===== src/rtl/wb_pkg.sv =====
// wb_pkg: shared definitions for the writeback-bus arbiter.
//   WB_DATA_W / WB_TAG_W / WB_NREQ : result width, tag width, producer count
//   SRC_*                          : producer index of each execution unit
//   onehot4()                      : 2-bit index to 4-bit one-hot grant vector
package wb_pkg;

    localparam int WB_DATA_W = 32;
    localparam int WB_TAG_W  = 5;
    localparam int WB_NREQ   = 4;

    localparam logic [1:0] SRC_ALU0 = 2'd0;
    localparam logic [1:0] SRC_ALU1 = 2'd1;
    localparam logic [1:0] SRC_MEM  = 2'd2;
    localparam logic [1:0] SRC_MULT = 2'd3;

    function automatic logic [3:0] onehot4(input logic [1:0] idx);
        logic [3:0] v;
        v = 4'b0000;
        v[idx] = 1'b1;
        return v;
    endfunction

endpackage


===== src/rtl/rr_pick4.sv =====
// rr_pick4: combinational 4-way round-robin pick.
//   req [3:0] : request vector
//   ptr [1:0] : index holding highest priority this cycle
//   any       : at least one request is set
//   g   [1:0] : winning index (first set bit at or after ptr, modulo 4)
// The request vector is rotated so that ptr lands on bit 0, a fixed
// priority encoder picks the lowest set bit, and the result is rotated back
// by adding ptr (2-bit wrap does the modulo).
module rr_pick4
    import wb_pkg::*;
(
    input  logic [3:0] req,
    input  logic [1:0] ptr,
    output logic       any,
    output logic [1:0] g
);

    logic [3:0] rot;
    logic [1:0] idx;

    genvar gi;
    generate
        for (gi = 0; gi < 4; gi++) begin : g_rot
            assign rot[gi] = req[ptr + 2'(gi)];
        end
    endgenerate

    always_comb begin
        idx = 2'd0;
        if (rot[0])      idx = 2'd0;
        else if (rot[1]) idx = 2'd1;
        else if (rot[2]) idx = 2'd2;
        else if (rot[3]) idx = 2'd3;
    end

    assign any = |req;
    assign g   = idx + ptr;

endmodule


===== src/rtl/wb_bus_arbiter.sv =====
// wb_bus_arbiter: round-robin arbiter plus single-entry output register that
// shares one writeback bus among four producers (ALU0, ALU1, MEM, MULT).
//   clk, rst_n         : core clock, asynchronous active-low reset
//   req_valid/ready    : per-producer handshake, ready is a one-hot grant
//   req_data/req_tag   : packed producer results and destination tags
//   flush              : squash the output register, no grant that cycle
//   out_valid/ready    : handshake toward the register-file write port
//   out_data/tag/src   : registered winning result, tag and producer index
//   rr_ptr             : current highest-priority producer index
module wb_bus_arbiter
    import wb_pkg::*;
#(
    parameter int DATA_W = WB_DATA_W,
    parameter int TAG_W  = WB_TAG_W,
    parameter int NREQ   = WB_NREQ
) (
    input  logic                   clk,
    input  logic                   rst_n,
    input  logic [NREQ-1:0]        req_valid,
    output logic [NREQ-1:0]        req_ready,
    input  logic [NREQ*DATA_W-1:0] req_data,
    input  logic [NREQ*TAG_W-1:0]  req_tag,
    input  logic                   flush,
    output logic                   out_valid,
    input  logic                   out_ready,
    output logic [DATA_W-1:0]      out_data,
    output logic [TAG_W-1:0]       out_tag,
    output logic [1:0]             out_src,
    output logic [1:0]             rr_ptr
);

    logic              out_valid_q, out_valid_d;
    logic [DATA_W-1:0] out_data_q,  out_data_d;
    logic [TAG_W-1:0]  out_tag_q,   out_tag_d;
    logic [1:0]        out_src_q,   out_src_d;
    logic [1:0]        rr_ptr_q,    rr_ptr_d;

    logic              load_en;
    logic              grant_fire;
    logic              pick_any;
    logic [1:0]        pick_g;

    logic [DATA_W-1:0] data_arr [NREQ];
    logic [TAG_W-1:0]  tag_arr  [NREQ];

    genvar gi;
    generate
        for (gi = 0; gi < NREQ; gi++) begin : g_unpack
            assign data_arr[gi] = req_data[gi*DATA_W +: DATA_W];
            assign tag_arr[gi]  = req_tag[gi*TAG_W +: TAG_W];
        end
    endgenerate

    rr_pick4 u_pick (
        .req (req_valid),
        .ptr (rr_ptr_q),
        .any (pick_any),
        .g   (pick_g)
    );

    // The register can take a new entry when empty or draining this cycle;
    // flush blocks loading so nothing is consumed from a producer.
    assign load_en = (!out_valid_q || out_ready) && !flush;

    // rst_n gates the grant so no producer believes it was consumed while
    // the arbiter is held in reset.
    assign grant_fire = load_en && pick_any && rst_n;
    assign req_ready  = grant_fire ? onehot4(pick_g) : '0;

    always_comb begin
        out_valid_d = out_valid_q;
        out_data_d  = out_data_q;
        out_tag_d   = out_tag_q;
        out_src_d   = out_src_q;
        rr_ptr_d    = rr_ptr_q;
        if (flush) begin
            out_valid_d = 1'b0;
        end else if (grant_fire) begin
            out_valid_d = 1'b1;
            out_data_d  = data_arr[pick_g];
            out_tag_d   = tag_arr[pick_g];
            out_src_d   = pick_g;
            rr_ptr_d    = pick_g + 2'd1;
        end else if (load_en) begin
            // Drained with nothing to replace it; payload fields keep
            // their last values to avoid needless toggling.
            out_valid_d = 1'b0;
        end
    end

    always_ff @(posedge clk or negedge rst_n) begin
        if (!rst_n) begin
            out_valid_q <= 1'b0;
            out_data_q  <= '0;
            out_tag_q   <= '0;
            out_src_q   <= SRC_ALU0;
            rr_ptr_q    <= SRC_ALU0;
        end else begin
            out_valid_q <= out_valid_d;
            out_data_q  <= out_data_d;
            out_tag_q   <= out_tag_d;
            out_src_q   <= out_src_d;
            rr_ptr_q    <= rr_ptr_d;
        end
    end

    assign out_valid = out_valid_q;
    assign out_data  = out_data_q;
    assign out_tag   = out_tag_q;
    assign out_src   = out_src_q;
    assign rr_ptr    = rr_ptr_q;

endmodule


===== config.mk =====
export PLATFORM = sky130hd
export DESIGN_NAME = wb_bus_arbiter
export DESIGN_NICKNAME = d
export VERILOG_FILES = /design/src/rtl/wb_pkg.sv /design/src/rtl/rr_pick4.sv /design/src/rtl/wb_bus_arbiter.sv
export SDC_FILE = /design/constraint.sdc
export NUM_CORES = 1
export LEC_CHECK = 0
export ABC_AREA = 1
export BUFFER_PORTS_ARGS = -buffer_cell sky130_fd_sc_hd__buf_2
export CORE_MARGIN = 4
export CORE_UTILIZATION = 44
export CTS_BUF_LIST = sky130_fd_sc_hd__clkbuf_16
export DETAILED_ROUTE_END_ITERATION = 10
export PLACE_DENSITY = 0.87
export SYNTH_ARGS = -nofsm -noshare
export SYNTH_HDL_FRONTEND = slang
export SYNTH_SLANG_ARGS = --single-unit

===== constraint.sdc =====
create_clock -name clk -period 2.7 [get_ports clk]
set_clock_uncertainty 0.05 [all_clocks]
set_input_delay 0.405 -clock clk [delete_from_list [all_inputs] [get_ports clk]]
set_output_delay 0.405 -clock clk [all_outputs]
set_load 0.03 [all_outputs]

Yosys cells after proc, flatten, opt, wreduce, memory -nomap -nowiden
Cells that the tools add are included.

$add $sub $neg: 5. Order comparisons: 7. Multiplexer cells: 24. Bitwise logic cells: 2. Reduce and logical (&&, ||, !) cells: 10.

Operators with widths (number): $bmux W32 S2 (1); $mux W32 (2); $lt A2 B3 Y1 const B (5); $bmux W5 S2 (1); $mux W5 (2); $bmux W1 S2 (4); $mux W1 (8); $mux W2 (4); $add A2 B1 Y2 const B (2); $add A2 B2 Y2 const B (2); $logic_and A1 B1 Y1 (4); $mux W4 (1); $reduce_or A4 Y1 (1); $ge A3 B3 Y1 const B (1); $not A2 Y3 (1); $reduce_bool A3 Y1 (1); $add A2 B2 Y2 (1); $demux W1 S2 (1); $ge A2 B1 Y1 const B (1); $logic_not A1 Y1 (2); $reduce_and A2 Y1 (1); $logic_or A1 B1 Y1 (1); $not A1 Y1 (1).

Flip-flop bits (word level): 42. Input bits: 156. Output and inout port bits: 46. Logic and storage cells: 53.

Logic depth before layout (Yosys ltp)
Gate-level depths: netlist of run 1.

Depth in word-level cells: 13. Gate-level depth with buffers: 16. Gate-level depth less buffers: 14.

Modules after synthesis
Synthesis of run 1 repeated with hierarchy kept, for this count alone.

Cell total of the unflattened synthesis: 680. Area total of the unflattened synthesis: 3753.6 um2.

By module, submodules not included: wb_bus_arbiter (instances 1, cells an instance 624, area an instance 3485.8 um2); rr_pick4 (instances 1, cells an instance 56, area an instance 267.8 um2).

Least setup slack after synthesis of run 1
Ideal clock, no wire load.

Kind: register -> output. Start point: register rr_ptr_q[0], in the netlist rr_ptr[0]. End point: output req_ready[3]. Arrival time: 2439 ps. Required time: 2245 ps. Slack: -194 ps. Cell stages (with the launch flop): 16. Buffers on the path: 2. Cells stage by stage: dfrtp_1 buf_6 inv_8 nand2_2 nand2_1 nand2_1 nand2_1 a31oi_1 nor2_1 ha_1 xnor2_1 nand3_2 nand2_2 buf_4 nand2_1 nor2_1.

Cells in the longest elaborated chain, start to end: 13. Elaborated cells on any way between the ends: 22. Those cells by class: 4 x add/sub; 2 x order compare; 15 x mux; 1 x reduce/logical.

RTL lines: start: declaration (line wb_bus_arbiter.sv:36) `logic [1:0] rr_ptr_q, rr_ptr_d;`; start signal: assignment (line wb_bus_arbiter.sv:103) `rr_ptr_q <= rr_ptr_d;`; $add A2 B2 Y2 (line rr_pick4.sv:24) `assign rot[gi] = req[ptr + 2'(gi)];`; $bmux W1 S2 (line rr_pick4.sv:24); $mux W1 (not written as such) (line rr_pick4.sv:24); $mux W2 (line rr_pick4.sv:33) `else if (rot[3]) idx = 2'd3;`; $mux W2 (line rr_pick4.sv:32) `else if (rot[2]) idx = 2'd2;`; $mux W2 (line rr_pick4.sv:31) `else if (rot[1]) idx = 2'd1;`; $mux W2 (line rr_pick4.sv:30) `if (rot[0]) idx = 2'd0;`; $add A2 B2 Y2 (*) (line rr_pick4.sv:37) `assign g = idx + ptr;`; $lt A2 B3 Y1 (not written as such) or $ge A2 B1 Y1 (tied branches) (line wb_pkg.sv:19) `v[idx] = 1'b1;`; $logic_and A1 B1 Y1 (not written as such) (line wb_pkg.sv:19); $mux W1 (not written as such) (line wb_pkg.sv:19); $demux W1 S2 (*) (line wb_pkg.sv:19); $mux W4 (*) (line wb_bus_arbiter.sv:68) `assign req_ready = grant_fire ? onehot4(pick_g) : '0;`; end: declaration (line wb_bus_arbiter.sv:20) `output logic [NREQ-1:0] req_ready,`.

Mark *: on every way between the ends. The rest lies on a longest branch, timed or not. The select of a mux whose other input is x is not followed.

Worst setup path after layout of run 1
Same ends and word-level chain as after synthesis.

==> metrics.md, run 1 <==
| Metric | Value |
|---|---|
| Fin. max-slew vios | `0` |
| Critical path startpoint category | `register` |
| Netlist cell types | `26` |
| Clock sink count | `42` |
| FF-to-FF setup slack | `0.03 ns` |
| # fillers | `638` |
| Multi-input logic area | `0.00208 mm2` |
| LEAKAGE | `2.79 nW` |
| CTS Buffer Depth | `2` |
| Fmax | `349 MHz` |
| Area share of the leading cell type in the synthesized netlist | `0.341` |
| Worst-margin pin slew | `0.557 ns` |
| Post-CTS Hold Buffers | `0` |
| Syn-to-layout area delta | `44.4%` |
| Failing checks | `negative setup slack` |
| Most common cell after layout, fill and taps aside | `nand2_1` |
| Total Power | `0.00745 W` |
| YS warnings | `0` |
| Clk Tree Root Cell | `clkbuf_16` |
| Crit end category | `output pin` |
| Slew margin rel. | `0.629` |
| First-pass GRT wire length | `17.8 mm` |
| Row Count | `31` |
| Worst Setup SP | `rr_ptr[0]$_DFFE_PN0P_` |
| DRT Pass-1 Iters | `5` |
| Drt initial violations | `234` |
| Gr ovfl total | `0` |
| WP data required | `2.25 ns` |
| Worst ir drop on vdd | `0.000843 V` |
| Combinational power share | `0.775` |
| Layout cells sized above 1 | `0.381` |
| RePlAce Congestion | `0.905` |
| Reg2reg end | `out_data[31]$_DFFE_PN0P_` |
| Routed WL per cell | `13.9 um` |
| Initial Utilization | `0.452` |
| Worst-path clk slew | `0.06 ns` |
| Mean Syn Cell Area | `6.13 um2` |
| Setup TNS | `-0.601 ns` |
| Die Y | `94.1 um` |
| RSZ-0062 raised after global routing | `yes` |
| Diodes inserted | `0` |
| H-tree Lvls | `2` |
| Status | `finished with violations` |
| Switching Fraction | `0.581` |
| CTS tree | `yes` |
| Max_cap viols | `0` |
| Port Buf Inserts | `201` |
| Storage element area | `0.00105 mm2` |
| Post-DP HPWL | `8.13 mm` |
| Total Die Area | `0.00885 mm2` |
| Worst setup margin | `-0.163 ns` |
| Tcrit/Tclk final | `1.06` |
| Nets | `882` |
| Largest net degree at the start of global routing | `44` |
| Worst setup path endpoint | `req_ready[3]` |
| Register area share after synthesis | `0.322` |
| Most frequent cells in the layout | `nand2_1 (280), buf_2 (197), nand3_1 (77)` |
| DR vias | `4332` |
| Worst r2r src | `rr_ptr[0]$_DFFE_PN0P_` |
| Pwr/cell area | `1580 mW/mm2` |
| Die X | `94.1 um` |
| Area after DPL | `0.00429 mm2` |
| Reg2reg path depth | `16` |
| Initial antenna violation count | `0` |
| I/O pin count | `202` |
| #FFs+latches synth | `42` |
| Cell taking the most area after synthesis | `nand2_1` |
| Clock power frac | `0.077` |
| Ranking of synthesized cells by area | `nand2_1 (34%), dfrtp_1 (32%), nand3_1 (12%), nand4_1 (7.3%), clkbuf_1 (2.4%)` |
| Vias per Instance | `5.26` |
| Final setup vio count | `4` |
| Number of global-route vias before repair | `4073` |
| Seq pwr share | `0.148` |
| Syn Inst Count | `532` |
| Crit path DAT | `2.41 ns` |
| Hold Fails Final Rpt | `0` |
| Setup Crit Path Kind | `register to output pin` |
| CP max FO | `5` |
| P_int | `0.00312 W` |
| Final core occ | `0.652` |
| Residual DRC count | `0` |
| Routed Antenna Nets | `0` |
| Total track usage | `0.245` |
| Mapped Area | `0.00326 mm2` |
| TritonCTS Buffers | `5` |
| Net Switching | `0.00433 W` |
| Min Tclk post-route | `2.86 ns` |
| Core box area | `0.00721 mm2` |
| Hold Path Class | `input pin to async pin` |
| Final wirelength | `11.5 mm` |
| Net Count, Synth | `690` |
| Final Cell Area | `0.00471 mm2` |
| Worst-Skew Late Latency | `0.27 ns` |
## power by group through the flow
stage | Combinational (W) | Clock [W] | Sequential [W]
2_1_floorplan | 0.00352 | 0 | 0.00162
3_3_place_gp | 0.00493 | 0 | 0.00111
3_5_place_dp | 0.00509 | 0 | 0.00111
4_1_cts | 0.00539 | 0.000578 | 0.00110
5_1_grt | 0.00638 | 0.000608 | 0.00114
6_report | 0.00577 | 0.000572 | 0.00110
## layer usage
layer / track usage / part of all wire / vias to the layer above
met1: 0.292 / 0.40 / 1988
met3: 0.0449 / 0.077 / 14
met4: 0.0710 / 0.016 / 0
li1: - / - / 2105
met5: 0 / 0 / -
met2: 0.444 / 0.51 / 225
## worst max-delay path, stage by stage, from the launching register on
cell,delay (ns)
dfrtp_2,0.48
buf_6,0.16
nand2_2,0.08
nand2_1,0.07
nand2_1,0.07
nand2_2,0.08
a31oi_4,0.23
nor2_4,0.07
ha_4,0.18
xnor2_4,0.17
nand3_4,0.14
nand2_8,0.13
nand2_4,0.06
nor2_4,0.08
buf_6,0.13
## cells in the mapped netlist
| cell | n |
|---|---|
| a21oi_1 | 1 |
| a31oi_1 | 1 |
| buf_1 | 1 |
| buf_2 | 11 |
| buf_4 | 2 |
| buf_6 | 5 |
| buf_8 | 2 |
| clkbuf_1 | 21 |
| dfrtp_1 | 42 |
| ha_1 | 2 |
| inv_1 | 9 |
| inv_2 | 3 |
| inv_8 | 1 |
| nand2_1 | 296 |
| nand2_2 | 6 |
| nand2_4 | 1 |
| nand3_1 | 78 |
| nand3_2 | 2 |
| nand4_1 | 38 |
| nor2_1 | 4 |
| nor2_4 | 1 |
| nor3_2 | 1 |
| nor3b_2 | 1 |
| o21ai_0 | 1 |
| o31ai_1 | 1 |
| xnor2_1 | 1 |
## area by class of cell
class / count / share of cell area
clock inverter: 3 / 0.00266
clock buffer: 5 / 0.0266
timing repair buffer: 227 / 0.267
multi-input combinational: 435 / 0.442
tap: 99 / 0.0263
inverter: 13 / 0.0120
sequential: 42 / 0.224
## state kept, by name, indices dropped and copies added, names as in the netlist
name and cells:
rr_ptr 2, out_data 32, out_tag 5, out_valid 1, out_src 2
## cell families (layout without fill, tap and decap cells)
| logic type | count (synthesis) | after routing | share of synthesized area |
|---|---|---|---|
| xor gates and xnor gates | 1 | 1 | 0.00269 |
| AOI/OAI and AO/OA | 4 | 4 | 0.00729 |
| DFF | 42 | 42 | 0.322 |
| adders and majority gates | 2 | 2 | 0.00767 |
| and+or+nand+nor | 428 | 428 | 0.569 |
| buffers and inverters | 55 | 248 | 0.0906 |
## worst min-delay path by stage
stage / end / cells past startpoint
after CTS: out_valid$_DFFE_PN0P_ / 2
after global routing: out_data[8]$_DFFE_PN0P_ / 2
final: out_valid$_DFFE_PN0P_ / 2
after global placement: out_src[0]$_DFFE_PN0P_ / 2
after floorplan: out_data[0]$_DFFE_PN0P_ / 0
after detailed placement: out_data[8]$_DFFE_PN0P_ / 2
## repair_timing
action                     in CTS  in global routing
pin swaps                       7                  9
buffers inserted                8                  3
setup endpoints to repair       4                 41
resized for setup              27                 21
## stage by stage
stage	hold WS, ns	setup slack, ns	cells
final	0.169	-0.163	824
after global routing	0.215	-0.240	824
after CTS	0.181	-0.0957	821
after detailed placement	0.427	0.0182	805
after global placement	0.419	0.160	805
after floorplan	0.0594	0.0220	532
Power figures use the tool's default switching activity.
==> inputs of run 2 (changes only) <==
--- a/config.mk
+++ b/config.mk
@@ -11,7 +11,7 @@
 export CORE_UTILIZATION = 44
 export CTS_BUF_LIST = sky130_fd_sc_hd__clkbuf_16
 export DETAILED_ROUTE_END_ITERATION = 10
-export PLACE_DENSITY = 0.87
+export PLACE_DENSITY_LB_ADDON = 0.05
 export SYNTH_ARGS = -nofsm -noshare
 export SYNTH_HDL_FRONTEND = slang
 export SYNTH_SLANG_ARGS = --single-unit
==> metrics.md, run 2 (synthesized netlist as in run 1, its figures left out) <==
| Metric | Value |
|---|---|
| Status | `finished with violations` |
| Failing checks | `negative setup slack` |
| Vias per Instance | `5.00` |
| Post-Place Worst Slack | `0.0982 ns` |
| Most common cell after layout, fill and taps aside | `nand2_1` |
| Tcrit/Tclk final | `1.05` |
| Hold Fails Final Rpt | `0` |
| RSZ-0062 raised after global routing | `yes` |
| CTS tree | `yes` |
| TritonCTS Buffers | `5` |
| I/O pin count | `202` |
| Routed Antenna Nets | `0` |
| Worst-Skew Late Latency | `0.27 ns` |
| Non-Filler Instances | `828` |
| Critical path startpoint category | `register` |
| DRT Pass-1 Iters | `8` |
| Residual DRC count | `0` |
| Layout cells sized above 1 | `0.374` |
| Hold Path Class | `input pin to async pin` |
| Worst setup margin | `-0.123 ns` |
| Die Y | `94.1 um` |
| Row Count | `31` |
| CP Cell Sequence | `buf_8 > inv_8 > nand2_2 > nand2_2 > nand2_2 > nand2_2 > a31oi_1 > nor2_1 > ha_2 > xnor2_2 > nand3_2 > nand2_4 > nand2_4 > nor2_4 > buf_6` |
| Fmax | `354 MHz` |
| Crit path DAT | `2.37 ns` |
| Max_cap viols | `0` |
| Max reg flops | `32` |
| Final setup vio count | `4` |
| CP max FO | `7` |
| Gr ovfl total | `0` |
| Initial antenna violation count | `0` |
| First-pass GRT wire length | `17.7 mm` |
| Final wirelength | `11.2 mm` |
| Clock sink count | `42` |
| CTS Buffer Depth | `2` |
| Worst-margin pin slew | `0.576 ns` |
| Total Die Area | `0.00885 mm2` |
| Core box area | `0.00721 mm2` |
| Cell count after placement | `804` |
| Reg2reg path depth | `16` |
| Highest-delay cell along the critical path | `dfrtp_2` |
| Drt initial violations | `206` |
| Number of global-route vias before repair | `3898` |
| Initial Utilization | `0.452` |
| FF-to-FF setup slack | `0.09 ns` |
| Slew margin rel. | `0.616` |
| Diodes inserted | `0` |
| Reg2reg end | `out_data[7]$_DFFE_PN0P_` |
| CP most frequent cell | `nand2_2` |
| Syn-to-layout area delta | `42.3%` |
| WP data required | `2.25 ns` |
| Fin. max-slew vios | `0` |
| Routed WL per cell | `13.5 um` |
| # fillers | `709` |
| Crit-path max cell delay | `0.41 ns` |
| Post-DP HPWL | `8.13 mm` |
| Port Buf Inserts | `201` |
| Clk Tree Root Cell | `clkbuf_16` |
| Die X | `94.1 um` |
| Worst r2r src | `rr_ptr[0]$_DFFE_PN0P_` |
| LEAKAGE | `2.80 nW` |
| Nets | `886` |
| Pwr/cell area | `1570 mW/mm2` |
| Largest net degree at the start of global routing | `46` |
| Worst ir drop on vdd | `0.000665 V` |
| Setup Crit Path Kind | `register to output pin` |
| Min Tclk post-route | `2.82 ns` |
| RePlAce Congestion | `0.828` |
| Worst-path clk slew | `0.06 ns` |
| DR vias | `4139` |
| H-tree Lvls | `2` |
| Most frequent cells in the layout | `nand2_1 (283), buf_2 (198), nand3_1 (78)` |
| Final hold slack | `0.185 ns` |
| Total track usage | `0.246` |
| Crit end category | `output pin` |
run 2: cell count changes in the layout (fill, tap and decap cells not counted), moves of 2 or more:
cell	before	now
clkinv_1	1	3
nand2_2	18	15
buf_4	21	27
nand3_4	3	1
buf_6	7	3
nand2_1	280	283
run 2: worst max-delay path by stage:
stage	start	to	slack, ns	depth (start not counted)
after floorplan	rr_ptr[1]$_DFFE_PN0P_	req_ready[0]	0.02	15
after global placement	rr_ptr[0]$_DFFE_PN0P_	req_ready[3]	0.15	14
after detailed placement	rr_ptr[0]$_DFFE_PN0P_	req_ready[3]	0.1	14
after CTS	rr_ptr[0]$_DFFE_PN0P_	req_ready[3]	-0.0009	15
after global routing	rr_ptr[0]$_DFFE_PN0P_	req_ready[3]	-0.27	15
final	rr_ptr[0]$_DFFE_PN0P_	req_ready[3]	-0.12	15
run 2: report_power, final:
group          leakage [nW]  total [W]  internal [W]  switching (W)
Combinational          2.21    0.00564       0.00183        0.00380
Clock                0.0663   0.000573      0.000333       0.000240
Sequential            0.526    0.00109      0.000923       0.000169
run 2: layer usage:
| metal | share of wire | up-vias | track usage |
|---|---|---|---|
| li1 | - | 2107 | - |
| met1 | 0.40 | 1855 | 0.293 |
| met2 | 0.51 | 157 | 0.444 |
| met3 | 0.071 | 20 | 0.0481 |
| met4 | 0.021 | 0 | 0.0710 |
| met5 | 0 | - | 0 |
run 2: repair_timing:
| item | CTS | global route |
|---|---|---|
| gates resized for setup | 18 | 12 |
| hold buffers | 0 | 0 |
| buffers inserted | 12 | 3 |
| endpoints found under the setup margin | 4 | 22 |
| gates cloned | 1 | 0 |
| pin swaps | 7 | 4 |
run 2: critical path, delay by kind of cell (launching register included):
family,cells,cell delay [ns]
adders and majority gates,1,0.22
DFF,1,0.41
xor gates and xnor gates,1,0.13
and+or+nand+nor,9,0.92
buffers and inverters,3,0.35
AOI/OAI and AO/OA,1,0.05
run 2: area by class of cell:
class | instances | area, um2 | area share
multi-input cells | 435 | 2000 | 0.431
repair buffers | 230 | 1260 | 0.272
flip-flops and latches | 42 | 1050 | 0.227
clock buffers | 5 | 125 | 0.0270
well taps | 99 | 124 | 0.0267
inverters | 13 | 56.3 | 0.0121
clock inverters | 3 | 11.3 | 0.00243
repair inverters | 1 | 6.26 | 0.00135
run 2: metrics by stage:
step | cell area (um2) | setup TNS [ns] | util | power [W]
finish | 4640 | -0.424 | 0.643 | 0.00730
global route | 4640 | -3.01 | 0.643 | 0.00802
CTS | 4580 | -0.000862 | 0.635 | 0.00719
detailed placement | 4300 | 0 | 0.595 | 0.00630
global placement | 4300 | 0 | 0.595 | 0.00626
floorplan | 3290 | 0 | - | 0.00514
==> inputs of run 3 (changes only) <==
--- a/config.mk
+++ b/config.mk
@@ -5,10 +5,9 @@
 export SDC_FILE = /design/constraint.sdc
 export NUM_CORES = 1
 export LEC_CHECK = 0
-export ABC_AREA = 1
 export BUFFER_PORTS_ARGS = -buffer_cell sky130_fd_sc_hd__buf_2
 export CORE_MARGIN = 4
-export CORE_UTILIZATION = 44
+export CORE_UTILIZATION = 46
 export CTS_BUF_LIST = sky130_fd_sc_hd__clkbuf_16
 export DETAILED_ROUTE_END_ITERATION = 10
 export PLACE_DENSITY_LB_ADDON = 0.05
==> constraint.sdc (replaced) <==
create_clock -name clk -period 2.9 [get_ports clk]
set_clock_uncertainty 0.05 [all_clocks]
set_input_delay 0.435 -clock clk [delete_from_list [all_inputs] [get_ports clk]]
set_output_delay 0.435 -clock clk [all_outputs]
set_load 0.03 [all_outputs]
==> metrics.md, run 3 <==
| Metric | Value |
|---|---|
| Status | `complete, no violations` |
| Gr ovfl total | `0` |
| Hold Fails Final Rpt | `0` |
| CP max FO | `7` |
| Post-Place Worst Slack | `0.0402 ns` |
| Register area share after synthesis | `0.286` |
| H-tree Lvls | `2` |
| # fillers | `657` |
| Ranking of synthesized cells by area | `dfrtp_1 (29%), mux2_2 (11%), mux2i_1 (10%), o31ai_1 (7.5%), o311ai_1 (6.0%)` |
| Diodes inserted | `0` |
| Drt initial violations | `132` |
| Residual DRC count | `0` |
| Post-DP HPWL | `9.11 mm` |
| Layout cells sized above 1 | `0.535` |
| TritonCTS Buffers | `5` |
| Compound-Gate Fraction of Synth Area | `0.282` |
| RSZ-0062 raised after global routing | `no` |
| Routed WL per cell | `18.2 um` |
| I/O pin count | `202` |
| Area share of the leading cell type in the synthesized netlist | `0.286` |
| LEAKAGE | `2.56 nW` |
| Reg2reg end | `out_data[31]$_DFFE_PN0P_` |
| CTS tree | `yes` |
| Count leader, synth | `dfrtp_1` |
| Fmax | `353 MHz` |
| CTS Buffer Depth | `2` |
| Total Power | `0.00646 W` |
| Worst ir drop on vdd | `0.000577 V` |
| Syn-to-layout area delta | `42.8%` |
| Mean Syn Cell Area | `9.81 um2` |
| Worst r2r src | `rr_ptr[1]$_DFFE_PN0P_` |
| Hold Path Class | `input pin to async pin` |
| Reg2reg path depth | `12` |
| Proportion of synthesized area in mux cells | `0.217` |
| Crit end category | `output pin` |
| FF-to-FF setup slack | `0.32 ns` |
| Total track usage | `0.250` |
| Fin. max-slew vios | `0` |
| Final wirelength | `12.5 mm` |
| Syn Inst Count | `375` |
| Critical path startpoint category | `register` |
| YS warnings | `0` |
| Worst-margin pin slew | `0.591 ns` |
| Post-synthesis xor/xnor area fraction | `0.0129` |
| Number of global-route vias before repair | `4098` |
| Netlist cell types | `47` |
| Die Y | `97.4 um` |
| Clock sink count | `42` |
| Post-synth EDFFs | `0` |
| DR vias | `4054` |
| Post-synthesis simple-gate area fraction | `0.135` |
| Final hold slack | `0.202 ns` |
| Clk Tree Root Cell | `clkbuf_16` |
| Synth cell count leaders | `dfrtp_1 (42), clkbuf_1 (39), mux2_2 (37), mux2i_1 (37), o31ai_1 (37)` |
| Worst-Skew Late Latency | `0.28 ns` |
| Largest family of logic cells by synthesized area | `compound AO/OA/AOI/OAI gates` |
| Port Buf Inserts | `201` |
| Largest net degree at the start of global routing | `43` |
| Worst setup margin | `0.0685 ns` |
| Cell count after placement | `669` |
| Initial Utilization | `0.474` |
| Worst-path clk slew | `0.06 ns` |
| Core box area | `0.00777 mm2` |
| Final setup vio count | `0` |
| Crit path DAT | `2.35 ns` |
| Cell taking the most area after synthesis | `dfrtp_1` |
| Post-CTS Hold Buffers | `0` |
| First-pass GRT wire length | `20.0 mm` |
| DRT Pass-1 Iters | `5` |
| Mapped Area | `0.00368 mm2` |
| Nets | `740` |
| Initial antenna violation count | `0` |
| Min Tclk post-route | `2.83 ns` |
| RePlAce Congestion | `0.817` |
| Asr flop ratio synth | `1.00` |
| Setup Crit Path Kind | `register to output pin` |
| Synth Area in Adders | `0.00680` |
| Slew margin rel. | `0.606` |
| Setup TNS | `0 ns` |
| #FFs+latches synth | `42` |
| Max reg flops | `32` |
| Vias per Instance | `5.92` |
| Most frequent cells in the layout | `buf_2 (198), buf_4 (43), dfrtp_1 (40)` |
| Total Die Area | `0.00949 mm2` |
| Die X | `97.4 um` |
| Tcrit/Tclk final | `0.976` |
| Net Count, Synth | `533` |
| Routed Antenna Nets | `0` |
| Main synth FF type | `dfrtp_1` |
| Non-Filler Instances | `685` |
| Row Count | `32` |
| WP data required | `2.41 ns` |
| Pwr/cell area | `1230 mW/mm2` |
| Most common cell after layout, fill and taps aside | `buf_2` |
| Max_cap viols | `0` |
==> run 3: metrics by stage <==
step,area (um2),util
floorplan,3730,-
CTS,5190,0.668
global route,5260,0.677
finish,5260,0.677
global placement,5000,0.643
detailed placement,5000,0.643
==> run 3: final cells by class <==
| cell class | instances | area [um2] | share of cell area |
|---|---|---|---|
| Tap cell | 102 | 128 | 0.0243 |
| Inverter | 1 | 3.75 | 0.000714 |
| Multi-Input combinational cell | 285 | 2500 | 0.475 |
| Clock inverter | 3 | 37.5 | 0.00714 |
| Clock buffer | 5 | 125 | 0.0238 |
| Timing Repair Buffer | 247 | 1410 | 0.269 |
| Sequential cell | 42 | 1050 | 0.200 |
==> run 3: worst max-delay path, cell delays in order (launching register included) <==
cell     delay, ns
dfrtp_2       0.45
buf_4         0.16
nor3b_1       0.13
a32o_2        0.27
or2_4         0.26
xor3_2        0.43
and3_2        0.22
buf_4         0.16
==> run 3: repair_timing <==
item | CTS | global route
endpoints found under the setup margin | 4 | 4
resized for setup | 2 | 9
gates cloned | 0 | 0
setup buffers | 3 | 5
pin swaps | 1 | 4
==> run 3: worst max path at each step <==
stage / cells past startpoint / end / slack [ns] / startpoint
final: 7 / req_ready[3] / 0.07 / rr_ptr[1]$_DFFE_PN0P_
after global placement: 11 / out_data[16]$_DFFE_PN0P_ / 0.07 / req_valid[3]
after CTS: 9 / req_ready[0] / 0.009 / rr_ptr[1]$_DFFE_PN0P_
after detailed placement: 12 / out_data[13]$_DFFE_PN0P_ / 0.04 / req_valid[3]
after floorplan: 13 / out_data[0]$_DFFE_PN0P_ / -0.06 / rr_ptr[1]$_DFFE_PN0P_
after global routing: 8 / req_ready[2] / 0.002 / rr_ptr[1]$_DFFE_PN0P_
==> run 3: cell families after synthesis <==
| group | Yosys count |
|---|---|
| compound gates | 128 |
| simple gates | 78 |
| mux | 75 |
| buf+inv | 48 |
| flops | 42 |
| xor+xnor | 2 |
| fa+ha+maj | 2 |
==> run 3: layer usage <==
layer  share of wire  routed length (um)  GRT usage  vias to the layer above
li1                -                   -          -                     1939
met1            0.41                5140      0.314                     1932
met2            0.50                6210      0.438                      169
met3           0.076                 952     0.0553                       14
met4           0.016                 197     0.0564                        0
met5               0                   0          0                        -
==> run 3: power breakdown <==
group / switching (W) / total (W) / internal [W]
clock: 0.000237 / 0.000638 / 0.000401
combinational: 0.00256 / 0.00480 / 0.00224
sequential: 0.000163 / 0.00103 / 0.000865
